--- src/rtl/data_ram_arbiter.sv ---
// Two-master round-robin arbiter in front of the single-port data RAM.
// Grant is registered; request forwarding, ack and read-data return are combinational.
module data_ram_arbiter #(
    parameter int ADDR_W    = 32,
    parameter int DATA_W    = 32,
    parameter int MAX_BURST = 8
) (
    input  logic              clk,
    input  logic              rst,
    input  logic              m0_ce,
    input  logic              m0_we,
    input  logic [ADDR_W-1:0] m0_addr,
    input  logic [3:0]        m0_sel,
    input  logic [DATA_W-1:0] m0_wdata,
    output logic [DATA_W-1:0] m0_rdata,
    output logic              m0_ack,
    output logic              m0_stall_o,
    input  logic              m1_ce,
    input  logic              m1_we,
    input  logic [ADDR_W-1:0] m1_addr,
    input  logic [3:0]        m1_sel,
    input  logic [DATA_W-1:0] m1_wdata,
    output logic [DATA_W-1:0] m1_rdata,
    output logic              m1_ack,
    output logic              ram_ce,
    output logic              ram_we,
    output logic [ADDR_W-1:0] ram_addr,
    output logic [3:0]        ram_sel,
    output logic [DATA_W-1:0] ram_data_o,
    input  logic [DATA_W-1:0] ram_data_i
);
    localparam int NUM_M = 2;
    localparam int CNT_W = $clog2(MAX_BURST) + 1;
    localparam logic [CNT_W-1:0] CNT_LAST = CNT_W'(MAX_BURST - 1);

    typedef struct packed {
        logic              ce;
        logic              we;
        logic [ADDR_W-1:0] addr;
        logic [3:0]        sel;
        logic [DATA_W-1:0] wdata;
    } req_t;

    typedef enum logic [1:0] {
        IDLE = 2'd0,
        GNT0 = 2'd1,
        GNT1 = 2'd2
    } state_t;

    req_t [NUM_M-1:0]             req;
    logic [NUM_M-1:0]             gnt;
    logic [NUM_M-1:0]             ack;
    logic [NUM_M-1:0][DATA_W-1:0] rdata;

    state_t           state, state_nxt;
    logic             last_grant, last_grant_nxt;
    logic [CNT_W-1:0] burst_cnt, burst_cnt_nxt;
    logic             own_idx;
    logic             own_ce;
    logic             oth_ce;

    assign req[0] = {m0_ce, m0_we, m0_addr, m0_sel, m0_wdata};
    assign req[1] = {m1_ce, m1_we, m1_addr, m1_sel, m1_wdata};

    assign own_idx = (state == GNT1);
    assign own_ce  = req[own_idx].ce;
    assign oth_ce  = req[~own_idx].ce;

    always_ff @(posedge clk or posedge rst) begin
        if (rst) begin
            state      <= IDLE;
            last_grant <= 1'b1;
            burst_cnt  <= '0;
        end else begin
            state      <= state_nxt;
            last_grant <= last_grant_nxt;
            burst_cnt  <= burst_cnt_nxt;
        end
    end

    always_comb begin
        state_nxt      = state;
        last_grant_nxt = last_grant;
        burst_cnt_nxt  = burst_cnt;
        case (state)
            IDLE: begin
                burst_cnt_nxt = '0;
                if (req[0].ce && req[1].ce) state_nxt = last_grant ? GNT0 : GNT1;
                else if (req[0].ce)         state_nxt = GNT0;
                else if (req[1].ce)         state_nxt = GNT1;
            end
            GNT0, GNT1: begin
                // Handover goes straight to the other grant state, no IDLE bubble.
                if (oth_ce && (!own_ce || burst_cnt == CNT_LAST)) begin
                    state_nxt      = own_idx ? GNT0 : GNT1;
                    burst_cnt_nxt  = '0;
                    last_grant_nxt = own_idx;
                end else if (!own_ce && !oth_ce) begin
                    state_nxt      = IDLE;
                    burst_cnt_nxt  = '0;
                    last_grant_nxt = own_idx;
                end else if (!oth_ce) begin
                    burst_cnt_nxt = '0;
                end else if (burst_cnt != CNT_LAST) begin
                    burst_cnt_nxt = burst_cnt + 1'b1;
                end
            end
            default: state_nxt = IDLE;
        endcase
    end

    always_comb begin
        gnt        = '0;
        ram_ce     = 1'b0;
        ram_we     = 1'b0;
        ram_addr   = '0;
        ram_sel    = '0;
        ram_data_o = '0;
        case (state)
            GNT0, GNT1: begin
                gnt[own_idx] = 1'b1;
                ram_ce       = req[own_idx].ce;
                ram_we       = req[own_idx].we;
                ram_addr     = req[own_idx].addr;
                ram_sel      = req[own_idx].sel;
                ram_data_o   = req[own_idx].wdata;
            end
            default: ;
        endcase
    end

    for (genvar i = 0; i < NUM_M; i++) begin : g_port
        data_ram_arbiter_port #(.DATA_W(DATA_W)) u_port (
            .gnt       (gnt[i]),
            .ce        (req[i].ce),
            .ram_rdata (ram_data_i),
            .ack       (ack[i]),
            .rdata     (rdata[i])
        );
    end

    assign m0_ack   = ack[0];
    assign m1_ack   = ack[1];
    assign m0_rdata = rdata[0];
    assign m1_rdata = rdata[1];

    // Held low during reset so every output reads 0 even if the CPU keeps ce asserted.
    assign m0_stall_o = m0_ce & ~m0_ack & ~rst;

    a_one_ack: assert property (@(posedge clk) disable iff (rst) !(m0_ack && m1_ack));

endmodule

// Per-master return path: ack and read data only reach the granted master.
module data_ram_arbiter_port #(
    parameter int DATA_W = 32
) (
    input  logic              gnt,
    input  logic              ce,
    input  logic [DATA_W-1:0] ram_rdata,
    output logic              ack,
    output logic [DATA_W-1:0] rdata
);
    assign ack   = gnt & ce;
    assign rdata = gnt ? ram_rdata : '0;
endmodule
--- config.mk ---
export PLATFORM = sky130hd
export DESIGN_NAME = data_ram_arbiter
export DESIGN_NICKNAME = d
export VERILOG_FILES = /design/src/rtl/data_ram_arbiter.sv
export SDC_FILE = /design/constraint.sdc
export NUM_CORES = 1
export LEC_CHECK = 0
export ABC_AREA = 1
export BUFFER_PORTS_ARGS = -buffer_cell sky130_fd_sc_hd__buf_2
export CAP_MARGIN = 5
export CORE_AREA = 2 2 122 124
export CTS_BUF_LIST = sky130_fd_sc_hd__clkbuf_8
export DETAILED_ROUTE_END_ITERATION = 16
export DIE_AREA = 0 0 124 126
export PLACE_DENSITY = 0.45
export SYNTH_ARGS = -nofsm -noshare
export SYNTH_HDL_FRONTEND = slang
export SYNTH_SLANG_ARGS = --single-unit
--- constraint.sdc ---
create_clock -name clk -period 4.7 [get_ports clk]
set_input_delay 0 -clock clk [delete_from_list [all_inputs] [get_ports clk]]
set_output_delay 0 -clock clk [all_outputs]
set_load 0.1 [all_outputs]
==> metrics.md, run 1 <==
| Metric | Value |
|---|---|
| Outcome | `finished, final reports clean` |
| I/O Pins | `311` |
| Mapped cell area | `0.00174 mm2` |
| Async set or reset register ratio after synthesis | `100%` |
| Sequential share of the synthesized area | `10.2%` |
| Commonest cells after routing, fill and taps aside | `310 x buf_2, 88 x nand2_1, 79 x inv_1` |
| Complex-gate fraction of the synthesized area | `38.0%` |
| Antenna-violating nets left | `0` |
| Clock Sinks | `7` |
| Number of placement rows | `44` |
| Final design utilization | `24.4%` |
| Hold Path Class | `input pin to flip-flop` |
| Largest family of logic cells by synthesized area | `compound AO/OA/AOI/OAI gates` |
| WL final | `10,800 um` |
| Number of nets in the layout | `776` |
| Clock edge transition at the registers on the reported setup and hold paths | `0.04 ns` |
| ANT cells | `0` |
| Largest stage delay on the critical path | `0.85 ns` |
| Maximum number of pins on one net before global-route repair | `71` |
| Total count of hold-check failures in the final report | `0` |
| Critical Path, Cell by Cell | `inv_1 > ha_1 > inv_1 > nor2_4 > buf_4 > a22o_1 > buf_2` |
| Final routed DRC violation total | `0` |
| Syn nets | `479` |
| Drt pass-1 iters | `4` |
| Relative slew slack | `22.4%` |
| Number of antenna violations at the first check in global routing | `1` |
| EDFF count, synth | `0` |
| Synth cell types | `21` |
| Time the final worst path needs with I/O delays and setup | `3.11 ns` |
| Initial core utilization | `12.1%` |
| Worst hold slack | `0.191 ns` |
| Launching instance or port of the critical path | `state[1]` |
| DR vias/cell | `3.96` |
| Worst path required time | `4.70 ns` |
| Core outline area | `0.0143 mm2` |
| CP dominant cell by count | `inv_1` |
| Top fanout value on the critical path | `54` |
| Highest attainable clock frequency | `0.322 GHz` |
| Slew of the pin with the lowest slew margin | `1.16 ns` |
| Area grow syn2layout | `101%` |
| Share of final-layout standard cells stronger than drive strength 1 | `53.9%` |
| Number of levels in the clock H-tree | `1` |
| Critical path capture point type | `primary output` |
| Avg Inst Size Synth | `5.83 um2` |
| Via count of the routed design | `3,077` |
| Number of buffers added by the clock tree synthesis step | `3` |
| Clock skew after layout | `0.00533 ns` |
| Nature of the critical path startpoint | `flip-flop` |
| Clock tree from TritonCTS | `built` |
| Clock insertion delay at the later pin of the skew report | `0.23 ns` |
| Chip Height | `126 um` |
| Final setup viols | `0` |
| Synth Area in XOR/XNOR | `0.504%` |
| Crit path kind | `flip-flop to primary output` |
| First-pass GRT wire length | `14,700 um` |
| Setup TNS | `0 ns` |
| Input/output buffers | `310` |
| Count of synthesis-stage warnings from yosys | `0` |
| Final-layout fill cell count | `1,673` |
| Final period util | `66.1%` |
| Half-perimeter wire length of the detailed placement result | `9150 um` |
| Initial detailed-routing violation count | `55` |
| Via count of the first global-routing pass | `2,827` |
| Max-slew violations | `0` |
| Count of state elements after synthesis | `7` |
| Primary flip-flop cell chosen by synthesis mapping | `dfrtp_1` |
| Master cell of the clock root buffer | `clkbuf_8` |
| Hold path start | `m1_ce` |
| Largest buffer count on any clock path | `2` |
| Global-route usage over all layers | `12.1%` |
| Crit path buf inv count | `4` |
| GP Congestion | `0.798` |
| Global route overflow | `0` |
| Kind of cell with the highest combined delay on the critical path | `buffers and inverters` |
| Reg-to-reg critical path startpoint | `state[1]` |
| Unrepaired setup endpoints after global routing | `false` |
| Max cap viols | `0` |
| Chip Width | `124 um` |
| Mux contribution to synthesized area | `0%` |
| Routed length per placed instance | `13.9 um` |
| Worst Path Arrival | `3.11 ns` |
| Post-synthesis share of cell area spent on and, or, nand and nor gates | `23.2%` |
| Slowest-stage cell, CP | `nor2_4` |
| Number of standard cells after synthesis | `298` |
| Most common library cell in the layout ignoring fill and taps | `buf_2` |
| Die area | `0.0156 mm2` |
| Adder-cell area share of the yosys netlist | `5.04%` |
## worst reg2reg max path, cell delays in order, from the launching register on
cell     delay, ns
dfrtp_1       0.44
inv_1         0.09
ha_1          0.36
inv_1         0.12
nor2_4        0.85
nand3_1       0.16
nand2_1       0.12
nand2_1       0.06
o21ai_1       0.14
## Yosys cell counts, drive strengths merged, types with 3 or more instances
cell | n | area (um2)
dfrtp | 6 | 150
o21ai | 7 | 35.0
ha | 7 | 87.6
clkbuf | 8 | 30.0
buf | 14 | 75.1
inv | 79 | 297
a21oi | 3 | 15.0
nand3 | 5 | 25.0
nor2 | 6 | 30.0
a22o | 69 | 604
nand2 | 89 | 337
## sequential cells by signal (all words and copies together), names as in the netlist
name and count:
burst_cnt 4, last_grant 1, state 2
## worst paths after layout
check | endpoint | slack (ns) | cells past startpoint
max reg2reg | state[1] | 2.29 | 8
max | ram_addr[13] | 1.59 | 7
min in group asynchronous | burst_cnt[2] | 0.26 | 3
max in group asynchronous | last_grant | 4.16 | 3
min reg2reg | last_grant | 0.47 | 2
min | last_grant | 0.19 | 6
## per-stage QoR
stage,worst slack [ns],instances,cell area (um2)
finish,1.59,778,3490
detailed placement,1.82,773,3440
global route,1.35,778,3490
CTS,1.57,778,3490
floorplan,1.83,298,1740
global placement,1.88,773,3440
## area by class of cell
class	count	area, um2	share of cell area [%]
repair buffers	314	1580	45.4
multi-input cells	190	1160	33.2
inverters	79	297	8.49
well taps	184	230	6.59
flip-flops and latches	7	176	5.05
clock buffers	3	41.3	1.18
clock inverters	1	3.75	0.107
## cell families (layout without fill, tap and decap cells)
logic type / after synthesis / count (layout)
adders and majority gates: 7 / 7
DFF: 7 / 7
xor gates and xnor gates: 1 / 1
buffers and inverters: 101 / 397
and+or+nand+nor: 102 / 102
AOI/OAI and AO/OA: 80 / 80
## layer usage
metal | vias up | GRT usage [%] | share of wire, %
met5 | - | 0 | 0
met4 | 0 | 3.64 | 2.3
met3 | 12 | 2.13 | 10
met2 | 195 | 22.1 | 47
met1 | 1321 | 14.1 | 40
li1 | 1549 | - | -
## what timing repair did
item,CTS,global route
hold buffers,1,0
setup buffers,0,0
resized for setup,0,0
hold endpoints to repair,7,0
Power of run 1 is left out: the tool's default activity adds up to more than one toggle a clock period on the data nets, which glitch-free logic cannot reach.
==> run 2: changes to the inputs <==
- PLACE_DENSITY: 0.45 -> 0.47
- clock period: 4.7 -> 2.81 ns (I/O delays scaled with it)
==> metrics.md, run 2 (synthesis results as in run 1) <==
| Metric | Value |
|---|---|
| Area after detailed placement | `0.00453 mm2` |
| Crit path kind | `flip-flop to primary output` |
| Global-route usage over all layers | `13.9%` |
| Total count of hold-check failures in the final report | `0` |
| Critical path capture point type | `primary output` |
| Core outline area | `0.0143 mm2` |
| Number of placement rows | `44` |
| Global route overflow | `0` |
| Half-perimeter wire length of the detailed placement result | `10,300 um` |
| Final setup viols | `0` |
| Final design utilization | `32.1%` |
| GR met3 Demand/Resource | `4.48%` |
| GRT met2 Usage | `24.1%` |
| Kind of cell with the highest combined delay on the critical path | `buffers and inverters` |
| DR vias/cell | `3.97` |
| Initial detailed-routing violation count | `109` |
| I/O Pins | `311` |
| CP dominant cell by count | `buf_12` |
| Via count of the routed design | `3,113` |
| Top fanout value on the critical path | `35` |
| Placed cells | `776` |
| Via count of the first global-routing pass | `2,882` |
| Chip Height | `126 um` |
| Initial core utilization | `12.1%` |
| Maximum number of pins on one net before global-route repair | `43` |
| Final routed DRC violation total | `0` |
| Clock insertion delay at the later pin of the skew report | `0.23 ns` |
| Final period util | `85.3%` |
| WL final | `12,100 um` |
| Antenna-violating nets left | `0` |
| Max-slew violations | `0` |
| Worst Path Arrival | `2.40 ns` |
| Slowest-stage cell, CP | `dfrtp_1` |
| Drt pass-1 iters | `4` |
| Critical Path, Cell by Cell | `inv_1 > ha_1 > nand2_1 > inv_2 > buf_12 > a22o_1 > buf_12` |
| Largest reg by FF count | `burst_cnt` |
| Met1 track demand over resource in global routing | `17.6%` |
| Most common library cell in the layout ignoring fill and taps | `buf_2` |
| GP Congestion | `0.807` |
| Outcome | `finished, final reports clean` |
| Input/output buffers | `310` |
| Largest buffer count on any clock path | `2` |
| Highest-utilization routing layer at the global route stage | `met2` |
| Largest stage delay on the critical path | `0.43 ns` |
| Registers with the highest flip-flop counts | `burst_cnt (4), state (2), last_grant (1)` |
| Hold Path Class | `input pin to flip-flop` |
| Clock Sinks | `7` |
| Max cap viols | `0` |
| Clock edge transition at the registers on the reported setup and hold paths | `0.04 ns` |
| Number of instances resized during post-cts repair | `0` |
| Post-CTS repair timing setup buffer count | `0` |
| Worst path required time | `2.81 ns` |
| Area grow syn2layout | `164%` |
| Highest attainable clock frequency | `0.417 GHz` |
| Crit path buf inv count | `4` |
| Number of nets in the layout | `779` |
| Share of final-layout standard cells stronger than drive strength 1 | `54.3%` |
| Number of levels in the clock H-tree | `1` |
| Layout Cells excl Fill | `785` |
| Unrepaired setup endpoints after global routing | `false` |
| First-pass GRT wire length | `16,400 um` |
| Setup TNS | `0 ns` |
| Chip Width | `124 um` |
| Relative slew slack | `63.4%` |
| Number of antenna violations at the first check in global routing | `4` |
| Number of buffers added by the clock tree synthesis step | `3` |
| Clock tree from TritonCTS | `built` |
| Time the final worst path needs with I/O delays and setup | `2.40 ns` |
| Nature of the critical path startpoint | `flip-flop` |
| Number of flip-flops under the largest register name | `4` |
| Die area | `0.0156 mm2` |
| Design area | `0.00459 mm2` |
| Commonest cells after routing, fill and taps aside | `241 x buf_2, 88 x nand2_1, 79 x inv_1` |
| Clock skew after layout | `0.00128 ns` |
| Routed length per placed instance | `15.5 um` |
| Master cell of the clock root buffer | `clkbuf_8` |
| Slew of the pin with the lowest slew margin | `0.548 ns` |
[run 2: cell types whose count changed in the layout (fill, tap and decap cells not counted)]
cell,delta
buf_2,-69
diode_2,+4
buf_4,+1
nor3_2,+1
buf_12,+71
nor3_1,-1
[run 2: tightest hold or removal path, delay by kind of cell]
family | cells | cell delay [ns]
AND/OR/NAND/NOR | 3 | 0.20
AO/OA/AOI/OAI | 1 | 0.06
buffers and inverters | 2 | 0.18
[run 2: layout make-up]
class / instances / area (um2)
flip-flops and latches: 7 / 176
diodes: 4 / 10.0
inverters: 79 / 297
well taps: 184 / 230
clock buffers: 3 / 41.3
multi-input cells: 190 / 1160
clock inverters: 1 / 3.75
repair buffers: 317 / 2670
fillers: 1559 / 9720
[run 2: path summary, 6_finish.rpt]
path | startpoint | endpoint | slack (ns) | cells past startpoint
setup / recovery | state[1] | ram_addr[1] | 0.41 | 7
hold / removal | m1_ce | last_grant | 0.23 | 6
setup reg to reg | state[1] | state[0] | 0.94 | 8
hold reg to reg | last_grant | last_grant | 0.47 | 2
max in group asynchronous | rst | last_grant | 2.24 | 3
min in group asynchronous | rst | state[0] | 0.29 | 3
[run 2: layer usage]
metal	routed length, um	vias to the layer above
met5	0	-
met4	19	0
met3	1320	2
met2	5650	201
met1	5150	1348
li1	-	1562
[run 2: what timing repair did]
item                                   4_1_cts  5_1_grt
endpoints found under the hold margin        6        0
hold buffers                                 1        0
setup endpoints to repair                    0        0
[run 2: per-stage QoR]
step	worst slack [ns]	hold WS (ns)
after floorplan	0.431	-0.197
after global placement	0.678	-0.0273
after detailed placement	0.679	-0.0248
after CTS	0.406	0.247
after global routing	0.236	0.285
final	0.413	0.226
Power of run 2 is left out for the same reason.
==> run 3: changes to the inputs <==
- REMOVE_ABC_BUFFERS: default -> 1
==> metrics.md, run 3 (synthesis results as in run 1) <==
| Metric | Value |
|---|---|
| Setup TNS | `0 ns` |
| Critical Path, Cell by Cell | `inv_1 > ha_1 > nand2_1 > inv_2 > buf_4 > a22o_1 > buf_12` |
| GRT met2 Usage | `26.2%` |
| Slowest-stage cell, CP | `dfrtp_1` |
| Core outline area | `0.0143 mm2` |
| Area grow syn2layout | `166%` |
| Number of instances resized during post-cts repair | `0` |
| First-pass GRT wire length | `16,400 um` |
| Die area | `0.0156 mm2` |
| Post-CTS repair timing setup buffer count | `0` |
| ANT cells | `0` |
| Top fanout value on the critical path | `23` |
| Hold-fix buffer count after cts | `1` |
| Placed cells | `780` |
| Relative slew slack | `65.1%` |
| Time the final worst path needs with I/O delays and setup | `2.30 ns` |
| GR met3 Demand/Resource | `1.90%` |
| DR vias/cell | `3.86` |
| Crit path kind | `flip-flop to primary output` |
| Antenna-violating nets left | `0` |
| Initial core utilization | `12.1%` |
| Clock skew after layout | `0.000179 ns` |
| Layout Cells excl Fill | `785` |
| Max-slew violations | `0` |
| Final setup viols | `0` |
| Half-perimeter wire length of the detailed placement result | `10,400 um` |
| Logic depth of the worst path, buffers included | `7` |
| Drt pass-1 iters | `4` |
| Number of levels in the clock H-tree | `1` |
| Final routed DRC violation total | `0` |
| Kind of cell with the highest combined delay on the critical path | `buffers and inverters` |
| Cell depth of the worst hold path | `6` |
| Master cell of the clock root buffer | `clkbuf_8` |
| Input/output buffers | `310` |
| Chip Width | `124 um` |
| Final-layout fill cell count | `1,502` |
| Registers with the highest flip-flop counts | `burst_cnt (4), state (2), last_grant (1)` |
| GP Congestion | `0.816` |
| Number of buffers added by the clock tree synthesis step | `3` |
| Clock insertion delay at the later pin of the skew report | `0.22 ns` |
| Unrepaired setup endpoints after global routing | `false` |
| Hold Path Class | `input pin to flip-flop` |
| Outcome | `finished, final reports clean` |
| Global-route usage over all layers | `14.0%` |
| Length in cells of the worst reg-to-reg path | `9` |
| Maximum number of pins on one net before global-route repair | `32` |
| Global route overflow | `0` |
| Commonest cells after routing, fill and taps aside | `241 x buf_2, 88 x nand2_1, 79 x inv_1` |
| Highest attainable clock frequency | `0.434 GHz` |
| Slew of the pin with the lowest slew margin | `0.522 ns` |
| Critical path capture point type | `primary output` |
| Largest stage delay on the critical path | `0.41 ns` |
| Final period util | `82.0%` |
| Met1 track demand over resource in global routing | `16.4%` |
| Clock edge transition at the registers on the reported setup and hold paths | `0.04 ns` |
| Via count of the routed design | `3,033` |
| Via count of the first global-routing pass | `2,794` |
| Highest-utilization routing layer at the global route stage | `met2` |
| Crit path buf inv count | `4` |
| Worst path required time | `2.81 ns` |
| Post-place setup slack | `0.729 ns` |
| Total count of hold-check failures in the final report | `0` |
| Max cap viols | `0` |
| Largest buffer count on any clock path | `2` |
| Chip Height | `126 um` |
| Post-layout worst setup margin | `0.505 ns` |
| Number of flip-flops under the largest register name | `4` |
| Routed length per placed instance | `15.4 um` |
| Number of placement rows | `44` |
| Largest reg by FF count | `burst_cnt` |
| Initial detailed-routing violation count | `183` |
| Clock Sinks | `7` |
| I/O Pins | `311` |
| Final design utilization | `32.4%` |
| WL final | `12,100 um` |
| Nature of the critical path startpoint | `flip-flop` |
| Worst Path Arrival | `2.30 ns` |
| Number of nets in the layout | `783` |
| Number of antenna violations at the first check in global routing | `0` |
| Most common library cell in the layout ignoring fill and taps | `buf_2` |
| Clock tree from TritonCTS | `built` |
| Share of final-layout standard cells stronger than drive strength 1 | `54.4%` |
-- run 3: cell count changes in the layout (fill, tap and decap cells not counted) --
cell,before,now
buf_12,71,73
buf_4,4,6
diode_2,4,0
nor3_1,0,1
nor3_2,1,0
-- run 3: worst register-to-register path, delay by kind of cell, from the launching register on --
family	cells	cell delay, ns
flops	1	0.41
compound gates	1	0.13
buf+inv	3	0.71
fa+ha+maj	1	0.32
simple gates	4	0.30
-- run 3: stage by stage --
stage	instance area [um2]	hold slack [ns]
6_report	4630	0.195
5_1_grt	4630	0.254
4_1_cts	4630	0.199
3_5_place_dp	4580	-0.0368
3_3_place_gp	4580	-0.0382
2_1_floorplan	1630	-0.197
-- run 3: layout make-up --
cell class,count,area (um2),area share (%)
well taps,184,230,4.97
flip-flops and latches,7,176,3.81
repair buffers,321,2720,58.8
clock buffers,3,41.3,0.892
clock inverters,1,3.75,0.0811
multi-input cells,190,1160,25.0
inverters,79,297,6.40
-- run 3: final timing paths --
kind,to,slack (ns),start
worst max-delay path,ram_addr[28],0.51,state[0]
worst min-delay path,last_grant,0.20,m1_ce
worst max register to register,state[0],0.84,state[0]
worst min register to register,last_grant,0.49,last_grant
max in group asynchronous,last_grant,2.26,rst
min in group asynchronous,state[0],0.28,rst
-- run 3: per-layer routing --
layer | routed length, um | vias up
li1 | - | 1566
met1 | 4750 | 1309
met2 | 6250 | 148
met3 | 895 | 10
met4 | 204 | 0
met5 | 0 | -
Power of run 3 is left out for the same reason.
